$ cat config.mk
export PLATFORM = sky130hd
export DESIGN_NAME = ikun_bbox_extract
export DESIGN_NICKNAME = d
export VERILOG_FILES = /design/src/rtl/ikun_vip_pkg.sv /design/src/rtl/ikun_minmax_acc.sv /design/src/rtl/ikun_bbox_extract.sv
export SDC_FILE = /design/constraint.sdc
export NUM_CORES = 1
export LEC_CHECK = 0
export CAP_MARGIN = 40
export CORE_AREA = 2 2 220 114
export DETAILED_ROUTE_END_ITERATION = 7
export DIE_AREA = 0 0 222 116
export HOLD_SLACK_MARGIN = 0.12
export PLACE_DENSITY_LB_ADDON = 0.12
export SYNTH_ARGS = -nofsm -noshare
export SYNTH_HDL_FRONTEND = slang
export SYNTH_SLANG_ARGS = --single-unit
$ cat constraint.sdc
create_clock -name clk -period 5.2 [get_ports clk]
set_input_delay 1.3 -clock clk [delete_from_list [all_inputs] [get_ports clk]]
set_output_delay 1.3 -clock clk [all_outputs]
set_load 0.05 [all_outputs]
$ cat src/rtl/ikun_vip_pkg.sv
// ikun_vip_pkg: shared box record and FSM state types for the motion-box extractor
package ikun_vip_pkg;
   localparam int BOX_AW = 11;
   localparam int BOX_CW = 21;
   typedef enum logic {WAIT_SOF, IN_FRAME} state_t;
   typedef struct packed {
      logic              found;
      logic [BOX_AW-1:0] xmin;
      logic [BOX_AW-1:0] xmax;
      logic [BOX_AW-1:0] ymin;
      logic [BOX_AW-1:0] ymax;
      logic [BOX_CW-1:0] count;
   } bbox_t;
endpackage

$ cat src/rtl/ikun_minmax_acc.sv
// ikun_minmax_acc: per-axis min/max tracker; load restarts it, next values are exposed for same-cycle commit
module ikun_minmax_acc #(
   parameter int W = 11
) (
   input  logic         clk,
   input  logic         rst,
   input  logic         i_load,
   input  logic         i_upd,
   input  logic [W-1:0] i_val,
   output logic [W-1:0] o_min,
   output logic [W-1:0] o_max,
   output logic [W-1:0] o_min_nxt,
   output logic [W-1:0] o_max_nxt
);
   logic [W-1:0] r_min, r_max, w_min_base, w_max_base;
   assign w_min_base = i_load ? '1 : r_min;
   assign w_max_base = i_load ? '0 : r_max;
   assign o_min_nxt  = (i_upd && i_val < w_min_base) ? i_val : w_min_base;
   assign o_max_nxt  = (i_upd && i_val > w_max_base) ? i_val : w_max_base;
   assign o_min      = r_min;
   assign o_max      = r_max;
   always_ff @(posedge clk) begin
      if (rst) begin
         r_min <= '0;
         r_max <= '0;
      end else begin
         r_min <= o_min_nxt;
         r_max <= o_max_nxt;
      end
   end
endmodule

$ cat src/rtl/ikun_bbox_extract.sv
// ikun_bbox_extract: per-frame motion bounding box and pixel count from a 1-bit mask stream
module ikun_bbox_extract
   import ikun_vip_pkg::*;
#(
   parameter int AW         = BOX_AW,
   parameter int DW         = 1,
   parameter int COLS       = 1280,
   parameter int ROWS       = 720,
   parameter int CW         = BOX_CW,
   parameter int MIN_PIXELS = 64
) (
   input  logic          clk,
   input  logic          rst,
   input  logic [DW-1:0] s_axis_video_tdata,
   input  logic          s_axis_video_tvalid,
   output logic          s_axis_video_tready,
   input  logic          s_axis_video_tlast,
   input  logic          s_axis_video_tuser,
   output logic          m_box_valid,
   input  logic          m_box_ready,
   output logic          m_box_found,
   output logic [AW-1:0] m_box_xmin,
   output logic [AW-1:0] m_box_xmax,
   output logic [AW-1:0] m_box_ymin,
   output logic [AW-1:0] m_box_ymax,
   output logic [CW-1:0] m_box_count,
   output logic          frame_err
);
   localparam logic [AW-1:0] X_LAST = AW'(COLS - 1);
   localparam logic [AW-1:0] Y_LAST = AW'(ROWS - 1);
   state_t        r_state;
   logic          r_tready, r_err_line, r_valid, r_ferr;
   logic [AW-1:0] r_x, r_y;
   logic [CW-1:0] r_cnt;
   bbox_t         r_rec;
   logic          w_fire, w_sof, w_act, w_fg, w_err, w_eof, w_found;
   logic [AW-1:0] w_bx, w_by;
   logic [AW-1:0] w_xmin, w_xmax, w_ymin, w_ymax, w_xmin_n, w_xmax_n, w_ymin_n, w_ymax_n;
   logic [CW-1:0] w_cnt_base, w_cnt_nxt;
   bbox_t         w_rec;
   assign w_fire     = s_axis_video_tvalid & r_tready;
   assign w_sof      = w_fire & s_axis_video_tuser;
   assign w_act      = w_fire & (w_sof | (r_state == IN_FRAME));
   assign w_fg       = w_act & s_axis_video_tdata[0];
   assign w_bx       = w_sof ? '0 : r_x;
   assign w_by       = w_sof ? '0 : r_y;
   // a beat at the last column without tlast means the line overruns
   assign w_err      = (~w_sof & r_err_line) | (s_axis_video_tlast ^ (w_bx == X_LAST));
   assign w_eof      = w_act & s_axis_video_tlast & (w_by == Y_LAST);
   assign w_cnt_base = w_sof ? '0 : r_cnt;
   assign w_cnt_nxt  = w_cnt_base + CW'(w_fg & ~&w_cnt_base);
   assign w_found    = w_cnt_nxt >= CW'(MIN_PIXELS);
   assign w_rec      = '{w_found, w_found ? w_xmin_n : '0, w_found ? w_xmax_n : '0,
                         w_found ? w_ymin_n : '0, w_found ? w_ymax_n : '0, w_cnt_nxt};
   ikun_minmax_acc #(.W(AW)) u_acc_x (
      .clk(clk), .rst(rst), .i_load(w_sof), .i_upd(w_fg), .i_val(w_bx),
      .o_min(w_xmin), .o_max(w_xmax), .o_min_nxt(w_xmin_n), .o_max_nxt(w_xmax_n)
   );
   ikun_minmax_acc #(.W(AW)) u_acc_y (
      .clk(clk), .rst(rst), .i_load(w_sof), .i_upd(w_fg), .i_val(w_by),
      .o_min(w_ymin), .o_max(w_ymax), .o_min_nxt(w_ymin_n), .o_max_nxt(w_ymax_n)
   );
   always_ff @(posedge clk) begin
      if (rst) begin
         r_state    <= WAIT_SOF;
         r_tready   <= 1'b0;
         r_x        <= '0;
         r_y        <= '0;
         r_err_line <= 1'b0;
         r_cnt      <= '0;
         r_rec      <= '0;
         r_valid    <= 1'b0;
         r_ferr     <= 1'b0;
      end else begin
         r_tready <= 1'b1;
         r_ferr   <= (w_sof & (r_state == IN_FRAME)) | (w_eof & (w_err | (r_valid & ~m_box_ready)));
         if (w_act) begin
            r_x        <= s_axis_video_tlast ? '0 : ((w_bx == X_LAST) ? w_bx : w_bx + 1'b1);
            r_y        <= s_axis_video_tlast ? w_by + 1'b1 : w_by;
            r_err_line <= w_err;
            r_cnt      <= w_cnt_nxt;
            r_state    <= w_eof ? WAIT_SOF : IN_FRAME;
         end
         if (w_eof) begin
            r_rec   <= w_rec;
            r_valid <= 1'b1;
         end else if (m_box_ready) begin
            r_valid <= 1'b0;
         end
      end
   end
   assign s_axis_video_tready = r_tready;
   assign m_box_valid         = r_valid;
   assign m_box_found         = r_rec.found;
   assign m_box_xmin          = r_rec.xmin;
   assign m_box_xmax          = r_rec.xmax;
   assign m_box_ymin          = r_rec.ymin;
   assign m_box_ymax          = r_rec.ymax;
   assign m_box_count         = r_rec.count;
   assign frame_err           = r_ferr;
endmodule

* Word level (Yosys, flattened, before mapping)
Index checks and enable logic that the tools add are counted.
** Operators by class
- $add $sub $neg :: 3
- Magnitude comparators :: 5
- Eq/ne operators :: 2
- Bitwise operators :: 18
- Mux-type cells :: 22
- Reductions and logical operators :: 7
** Operators by type and width (number)
- $mux 11 :: 17
- $add 11x1->11 const B :: 2
- $gt 11x11->1 :: 2
- $lt 11x11->1 :: 2
- $add 21x1->21 :: 1
- $ge 21x7->1 const B :: 1
- $mux 21 :: 1
- $reduce_and 21->1 :: 1
- $and 1x1->1 :: 11
- $eq 11x10->1 const B :: 1
- $eq 11x11->1 const B :: 1
- $logic_and 1x1->1 :: 4
- $mux 1 :: 4
- $or 1x1->1 :: 4
- $not 1->1 :: 2
- $reduce_bool 2->1 :: 1
- $logic_not 1->1 :: 1
- $xor 1x1->1 :: 1
** Storage, ports and cells
- Output and inout bits :: 69
- Bits in registers :: 158
- Input bits :: 7
- Word-level logic and storage cells :: 75

* Longest topological paths before layout
Gate-level depths: netlist of the first run.
- Depth in word-level cells :: 9
- Depth in mapped cells :: 16
- Mapped depth without buffers :: 12

* Hierarchy
Synthesis of the first run repeated with hierarchy kept, for this count alone.
** Unflattened totals
- Cells, all modules :: 1178
- Area, all modules :: 9699.3 um^2
** Modules (own cells, without submodules)
- ikun_bbox_extract :: area an instance 5940.7 um^2, sequential area each 2282.2 um^2, times used 1, cells each 758
- ikun_minmax_acc :: area an instance 1879.3 um^2, sequential area each 440.4 um^2, times used 2, cells each 210

* Worst setup path after synthesis of the first run
Ideal clock, no wire load.
- Kind :: input port to flip-flop
- Start point :: in s_axis_video_tvalid
- End point :: reg r_rec (netlist bit m_box_ymin[0])
- Required time :: 5.077 ns
- Setup slack :: 0.676 ns
- Path buffers :: 5
- Arrival :: 4.402 ns
- Stages on the path :: 16
- Library setup time :: 0.123 ns
- Cells stage by stage :: nand3_2 buf_6 clkbuf_1 clkbuf_1 clkbuf_1 and2_1 ha_1 ha_1 nand3_1 nor3_1 mux2i_1 o2111ai_1 nor4_1 a211o_4 buf_6 o21ai_2
** On the way
- Longest elaborated chain between the ends :: 9
- Elaborated cells between the ends (all ways) :: 20
- Classes of those cells :: 1 x add/sub; 2 x order compare; 1 x eq/ne; 5 x mux; 8 x bitwise; 3 x reduce/logical
** Ends and longest elaborated chain
- start: declaration :: line ikun_bbox_extract.sv:15 : input logic s_axis_video_tvalid,
- $and 1x1->1 (*) :: line ikun_bbox_extract.sv:41 : assign w_fire = s_axis_video_tvalid & r_tready;
- $and 1x1->1 :: line ikun_bbox_extract.sv:42 : assign w_sof = w_fire & s_axis_video_tuser;
- $mux 21 / $or 1x1->1 (equally long branches) :: line ikun_bbox_extract.sv:50, ikun_bbox_extract.sv:43
- $reduce_and 21->1 / $and 1x1->1 (equally long branches) :: line ikun_bbox_extract.sv:51, ikun_bbox_extract.sv:43
- $logic_not 1->1 / $and 1x1->1 (equally long branches) :: line ikun_bbox_extract.sv:51, ikun_bbox_extract.sv:44
- $and 1x1->1 :: line ikun_bbox_extract.sv:51 : assign w_cnt_nxt = w_cnt_base + CW'(w_fg & ~&w_cnt_base);
- $add 21x1->21 :: line ikun_bbox_extract.sv:51
- $ge 21x7->1 :: line ikun_bbox_extract.sv:52 : assign w_found = w_cnt_nxt >= CW'(MIN_PIXELS);
- $mux 11 :: line ikun_bbox_extract.sv:54 : w_found ? w_ymin_n : '0, w_found ? w_ymax_n : '0, w_cnt_nxt};
- end signal: assignment :: line ikun_bbox_extract.sv:85 : r_rec <= w_rec;
- end: declaration :: line ikun_bbox_extract.sv:35 : bbox_t r_rec;
Every way passes the cells marked *; elsewhere a longest branch is shown, timed or not.
A chain may end at the register's enable or synchronous reset.

* Final worst setup path of the first run
- Start point :: in s_axis_video_tuser
- End point :: reg r_rec (netlist bit m_box_ymin[6])
** On the way
- Longest elaborated chain between the ends :: 8
- Elaborated cells between the ends (all ways) :: 19
- Classes of those cells :: 1 x add/sub; 2 x order compare; 1 x eq/ne; 5 x mux; 7 x bitwise; 3 x reduce/logical
** Ends and longest elaborated chain
- start: declaration :: line ikun_bbox_extract.sv:18 : input logic s_axis_video_tuser,
- $and 1x1->1 (*) :: line ikun_bbox_extract.sv:42
- $mux 21 / $or 1x1->1 (equally long branches) :: line ikun_bbox_extract.sv:50, ikun_bbox_extract.sv:43
- $reduce_and 21->1 / $and 1x1->1 (equally long branches) :: line ikun_bbox_extract.sv:51, ikun_bbox_extract.sv:43
- $logic_not 1->1 / $and 1x1->1 (equally long branches) :: line ikun_bbox_extract.sv:51, ikun_bbox_extract.sv:44
- $and 1x1->1 :: line ikun_bbox_extract.sv:51
- $add 21x1->21 :: line ikun_bbox_extract.sv:51
- $ge 21x7->1 :: line ikun_bbox_extract.sv:52
- $mux 11 :: line ikun_bbox_extract.sv:54
Marks and branches as above.

==> reports/metrics.yaml, run 1 <==
post_cts.repair.setup_buffers: 0
synth_flop_cell: "dfxtp_1"
reg2reg_setup_slack_ps: 1230
power_density_mw_per_mm2: 276
wl_met1_um: 13200
cts_max_path_buffers: 2
cp_max_fo: 18
syn_inst: 960
grt_pass1_wl_um: 37400
path_common_cell: "ha_1"
finalWeightedCongestion: 0.862
wirelength_um: 23600
synth_seq_cells: 158
chipHeight_um: 116
reg2reg_from: "r_cnt[10]"
cts_tree: "yes"
crit_chain: "clkdlybuf4s50_1 > and3_2 > nor4_2 > a41oi_1 > ha_1 > ha_1 > nand3_1 > nor2_1 > o311ai_0 > o2111ai_1 > nor4_1 > a211o_4 > buf_12 > o21ai_2"
slew_viol_final: 0
synth-async-reset-ratio_pct: 0
cts_resized: 0
insertion_delay_ps: 450
cts_max_level: 4
syn-cell-area_mm2: 0.00799
grt_pass1_vias: 6480
drtAntennaViolNets: 0
gr-total-overflow: 0
min_from: "m_box_xmin[3]"
yosysSeqAreaShare_pct: 39.6
slew_headroom_pct: 44.2
min_to: "m_box_xmin[3]"
ys_warn_count: 0
wl_per_cell_um: 17.4
cp-end-kind: "register"
crit_arrival_ps: 5090
cp_slowest_cell: "clkdlybuf4s50_1"
wl_met2_um: 8760
die-area_mm2: 0.0258
maxCapViolCount: 0
slowest_delay_ps: 500
required_ps: 5520
drc: 0
cts.clk_slew.worst_paths_ps: 60
status: "complete, no violations"
nNetsFinal: 1082
max_freq_ghz: 0.210
timing.final.crit_share_pct: 91.6
syn_to_final_growth_pct: 22.4
core-area_mm2: 0.0237
initial_core_util_pct: 33.7
reg2reg_depth: 13
cts_sinks: 158
num_vias: 6953
layout.cells.non_filler: 1357
grt_util_all_layers_pct: 19.0
fillers: 2434
path_class: "primary input to register"
period_needed_ps: 4770
drive_gt1_share_pct: 14.5
min_path_cells: 2
cts-buffers-inserted: 17
setup_tns_ps: 0
rows: 40
dr.pass1.iters: 5
reg2reg_to: "m_box_ymin[6]"
dp_hpwl_um: 17000
root_buffer: "clkbuf_16"
synth-edff-count: 0
drt_first_iter_violations: 550
rsz0062_at_grt: "no"
min_path_type: "register to register"
die_w_um: 222
synth_cell_type_count: 62
grt_max_degree: 74
dp_cells: 1324
cp_top_family: "simple AND/OR/NAND/NOR gates"
io-pin-count: 76
detail_route.vias_per_cell: 5.12
critPathLaunchType: "primary input"
cp.buffers_inverters: 2
antenna_found_initial: 0
timing.final.hold_violations: 0
met3WireLength_um: 1300
worstMarginPinSlew_ps: 838
highest_layer: "met4"
cts_hold_buf: 0
fin_skew_ps: 10.1
syn-num-nets: 1014
p_leak_nw: 3.68
io_buffers: 75
syn_area_per_cell_um2: 8.32
vdd_drop_max_v: 0.000176
setup-violations-final: 0
## worst register-to-register path, delay by kind of cell (launching register included)
family	cells	cell delay, ps
adders and majority gates	2	460
DFF	1	540
AOI/OAI and AO/OA	5	1270
buffers and inverters	1	230
and+or+nand+nor	5	1340
## metal layers
metal / vias up / GRT usage (%)
li1: 3493 / -
met1: 3282 / 30.0
met2: 153 / 24.5
met3: 25 / 4.39
met4: 0 / 5.90
met5: - / 0
## flip-flops by register name, indices dropped and copies added (netlist names), 11 cells and up
| name | cells |
|---|---|
| u_acc_y.o_max | 11 |
| m_box_xmin | 11 |
| m_box_ymax | 11 |
| r_y | 11 |
| r_cnt | 21 |
| u_acc_x.o_min | 11 |
| u_acc_x.o_max | 11 |
| m_box_xmax | 11 |
| m_box_count | 21 |
| u_acc_y.o_min | 11 |
| r_x | 11 |
| m_box_ymin | 11 |
## final cells by class
class                           count  area, um2  share of cell area, %
Antenna cell                        1       2.50                 0.0256
Tap cell                          315        394                   4.03
Clock buffer                       20        467                   4.77
Sequential cell                   158       3160                   32.4
Multi-Input combinational cell    717       4460                   45.6
Clock inverter                     12        158                   1.61
Timing Repair Buffer              109       1040                   10.6
Inverter                           25       93.8                  0.960
## cell families after synthesis
family	after synthesis	share of synthesized area, %
AND/OR/NAND/NOR	400	22.6
AO/OA/AOI/OAI	199	16.7
flip-flops	158	39.6
buffers and inverters	85	4.81
adder cells (fa/ha/maj)	47	7.36
multiplexers	38	5.31
XOR/XNOR	33	3.62
## cells in the final DEF (no fill, tap or decap), types with 4 or more instances in the layout
cell,instances
inv_1,25
clkbuf_16,17
nand2b_1,4
o31ai_1,4
a211oi_1,15
nand2_1,168
ha_1,47
nor3_1,21
buf_4,32
nand4_1,22
and3_1,11
a21oi_1,63
and2_1,9
xnor2_1,21
nor2_1,108
xor2_1,12
o21ai_2,30
a211o_1,4
nor4_1,5
o21ai_1,9
nand3_1,27
o21ai_0,26
o21a_1,6
a21o_1,8
a22oi_1,6
dfxtp_1,158
or3_1,4
clkdlybuf4s50_1,74
mux2_2,35
## power breakdown
group | internal, mW | total, mW | switching, mW
Combinational | 0.0470 | 0.140 | 0.0931
Clock | 0.797 | 1.33 | 0.536
Sequential | 1.22 | 1.23 | 0.00642
## synth_stat cells, types with 21 or more instances
library cell	instances	area share (%)
a21oi_1	63	3.9
nand4_1	22	1.7
dfxtp_1	158	40
nand2_1	168	7.9
mux2_2	35	4.9
nor2_1	109	5.1
nand3_1	27	1.7
ha_1	47	7.4
inv_1	25	1.2
nor3_1	21	1.3
o21ai_2	30	3.3
clkbuf_1	39	1.8
o21ai_0	26	1.6
xnor2_1	21	2.3
## worst max path at each step
stage | depth (start not counted) | end | start | slack [ps]
after CTS | 14 | m_box_ymin[6] | s_axis_video_tuser | 520
after detailed placement | 14 | m_box_ymin[6] | s_axis_video_tuser | 60
after global routing | 14 | m_box_ymin[3] | s_axis_video_tuser | 320
final | 14 | m_box_ymin[6] | s_axis_video_tuser | 430
after global placement | 14 | m_box_ymin[4] | s_axis_video_tuser | 260
after floorplan | 16 | m_box_ymin[0] | s_axis_video_tvalid | 680
## through the flow
step / util, % / power (mW) / hold slack [ps] / cell area [um2] / setup WS [ps]
after floorplan: - / 1.35 / 440 / 7990 / 676
after detailed placement: 38.6 / 1.40 / 440 / 9150 / 62.3
after global routing: 41.3 / 2.80 / 464 / 9770 / 316
after CTS: 41.3 / 2.73 / 451 / 9770 / 523
after global placement: 38.6 / 1.39 / 436 / 9130 / 261
final: 41.3 / 2.70 / 445 / 9780 / 435
(Power assumes the default switching activity.)
==> run 2, diff against run 1 <==
- CELL_PAD_IN_SITES_DETAIL_PLACEMENT: default -> 1
- CELL_PAD_IN_SITES_GLOBAL_PLACEMENT: default -> 2
==> run 2 against run 1 <==
  * Fmax grew 1.0%
  * Register-to-register slack got worse by 20 ps
  * Design area rose by 0.73%
  * Critical endpoint is now m_box_xmax[6]
  * Largest cell class unchanged
  * Largest power group unchanged
==> reports/metrics.yaml, run 2 (same netlist as run 1, synthesis figures left out) <==
status: "complete, no violations"  # unchanged
reg2reg_depth: 14  # was 13
cts_hold_buf: 0  # unchanged
initial_core_util_pct: 33.7  # unchanged
drive_gt1_share_pct: 15.3  # was 14.5%
grt_pass1_vias: 7042  # was 6480
layout_common_cells: "168 x nand2_1, 158 x dfxtp_1, 108 x nor2_1, 74 x clkdlybuf4s50_1, 63 x a21oi_1"  # unchanged
setup_tns_ps: 0  # unchanged
die-area_mm2: 0.0258  # unchanged
crit_arrival_ps: 5060  # was 5090 ps
cts-buffers-inserted: 17  # unchanged
post_cts.repair.setup_buffers: 0  # unchanged
chipHeight_um: 116  # unchanged
drt_first_iter_violations: 394  # was 550
finalWeightedCongestion: 0.825  # was 0.862
root_buffer: "clkbuf_16"  # unchanged
io-pin-count: 76  # unchanged
cts_resized: 0  # unchanged
min_to: "m_box_found"  # was m_box_xmin[3]
reg2reg_to: "m_box_xmax[6]"  # was m_box_ymin[6]
cts.clk_slew.worst_paths_ps: 70  # was 60 ps
io_buffers: 75  # unchanged
finalInstanceArea_mm2: 0.00985  # was 0.00978 mm2
min_path_type: "register to register"  # unchanged
worstMarginPinSlew_ps: 802  # was 838 ps
vdd_drop_max_v: 0.000195  # was 0.000176 V
cp_slowest_cell: "clkdlybuf4s50_1"  # unchanged
nNetsFinal: 1092  # was 1082
power_density_mw_per_mm2: 275  # was 276 mW/mm2
required_ps: 5550  # was 5520 ps
p_leak_nw: 3.72  # was 3.68 nW
drc: 0  # unchanged
num_vias: 7002  # was 6953
insertion_delay_ps: 460  # was 450 ps
cp_max_fo: 15  # was 18
reg2reg_from: "r_cnt[10]"  # unchanged
cts_tree: "yes"  # unchanged
grt_util_all_layers_pct: 21.4  # was 19.0%
cp_top_family: "simple AND/OR/NAND/NOR gates"  # unchanged
fillers: 2782  # was 2434
setup-violations-final: 0  # unchanged
cp-end-kind: "register"  # unchanged
dpl_cell_area_mm2: 0.00922  # was 0.00915 mm2
slowest_delay_ps: 530  # was 500 ps
fin_skew_ps: 11.8  # was 10.1 ps
slew_headroom_pct: 46.5  # was 44.2%
rows: 40  # unchanged
grt_pass1_wl_um: 41800  # was 37400 um
grt_max_degree: 65  # was 74
cp.buffers_inverters: 3  # was 2
cts_sinks: 158  # unchanged
gr-total-overflow: 0  # unchanged
min_path_cells: 2  # unchanged
dr.pass1.iters: 4  # was 5
drtAntennaViolNets: 0  # unchanged
timing.final.crit_share_pct: 90.7  # was 91.6%
wl_per_cell_um: 19.1  # was 17.4 um
dpl_worst_slack_ps: 12.8  # was 62.3 ps
reg2reg_setup_slack_ps: 1210  # was 1230 ps
min_from: "m_box_found"  # was m_box_xmin[3]
final_common_cell: "nand2_1"  # unchanged
period_needed_ps: 4720  # was 4770 ps
wirelength_um: 26100  # was 23600 um
core-area_mm2: 0.0237  # unchanged
num_antenna_cells: 0  # was 1
critPathLaunchType: "primary input"  # unchanged
dp_cells: 1334  # was 1324
worst_slack_ps: 483  # was 435 ps
antenna_found_initial: 0  # unchanged
power.total_mw: 2.71  # was 2.70 mW
path_class: "primary input to register"  # unchanged
cts_max_path_buffers: 2  # unchanged
maxCapViolCount: 0  # unchanged
layout.cells.non_filler: 1366  # was 1357
die_w_um: 222  # unchanged
crit_chain: "clkdlybuf4s50_1 > and3_2 > nor4_2 > a41oi_1 > ha_1 > ha_1 > buf_4 > and3_1 > and3_1 > nor3_1 > o22ai_1 > o31ai_1 > a211o_4 > buf_4 > o21ai_2"  # was clkdlybuf4s50_1 > and3_2 > nor4_2 > a41oi_1 > ha_1 > ha_1 > nand3_1 > nor2_1 > o311ai_0 > o2111ai_1 > nor4_1 > a211o_4 > buf_12 > o21ai_2
detail_route.vias_per_cell: 5.13  # was 5.12
dp_hpwl_um: 19200  # was 17000 um
max_freq_ghz: 0.212  # was 0.210 GHz
timing.final.hold_violations: 0  # unchanged
slew_viol_final: 0  # unchanged
rsz0062_at_grt: "no"  # unchanged
cts_max_level: 4  # unchanged
syn_to_final_growth_pct: 23.3  # was 22.4%
[run 2: changes by cell type in the layout (fill, tap and decap cells not counted)]
cell / change
buf_4: +10
inv_8: +5
clkbuf_8: -3
clkinv_2: -3
clkinvlp_4: +3
clkinv_4: -2
clkinv_8: +2
bufinv_16: -1
diode_2: -1
inv_6: -1
[run 2: final cells by class]
type                            instances  area, um2  share of cell area (%)
Timing Repair Buffer                  119       1120                    11.3
Tap cell                              315        394                    4.00
Multi-Input combinational cell        717       4460                    45.3
Inverter                               25       93.8                   0.953
Clock buffer                           17        425                    4.32
Sequential cell                       158       3160                    32.1
Clock inverter                         15        198                    2.01
[run 2: metal layers]
layer / vias up / global-route usage (%) / part of all wire (%)
met4: 0 / 5.14 / 0.82
met3: 18 / 4.87 / 4.1
li1: 3496 / - / -
met5: - / 0 / 0
met1: 3386 / 33.0 / 57
met2: 102 / 29.5 / 38
[run 2: worst max-delay path by stage]
stage,start,endpoint,slack [ps],cells after the start
floorplan,s_axis_video_tvalid,m_box_ymin[0],680,16
global placement,s_axis_video_tvalid,m_box_xmax[1],190,15
detailed placement,s_axis_video_tvalid,m_box_xmax[3],10,15
CTS,s_axis_video_tvalid,m_box_xmax[6],500,15
global route,s_axis_video_tvalid,m_box_xmax[2],220,15
finish,s_axis_video_tvalid,m_box_xmax[6],480,15
[run 2: worst reg2reg max path, delay by kind of cell, from the launching register on]
family / cells / cell delay (ps)
flops: 1 / 570
fa+ha+maj: 2 / 440
simple gates: 5 / 1360
compound gates: 5 / 1070
buf+inv: 2 / 430
[run 2: report_power, final]
| part | switching [mW] | internal (mW) |
|---|---|---|
| clock network | 0.599 | 0.734 |
| registers | 0.00639 | 1.22 |
| logic | 0.0983 | 0.0511 |
| total | 0.703 | 2.01 |
[run 2: per-stage QoR]
stage / util (%) / hold WS [ps]
after floorplan: - / 440
after global placement: 38.9 / 435
after detailed placement: 39.0 / 441
after CTS: 41.6 / 453
after global routing: 41.6 / 477
final: 41.6 / 446
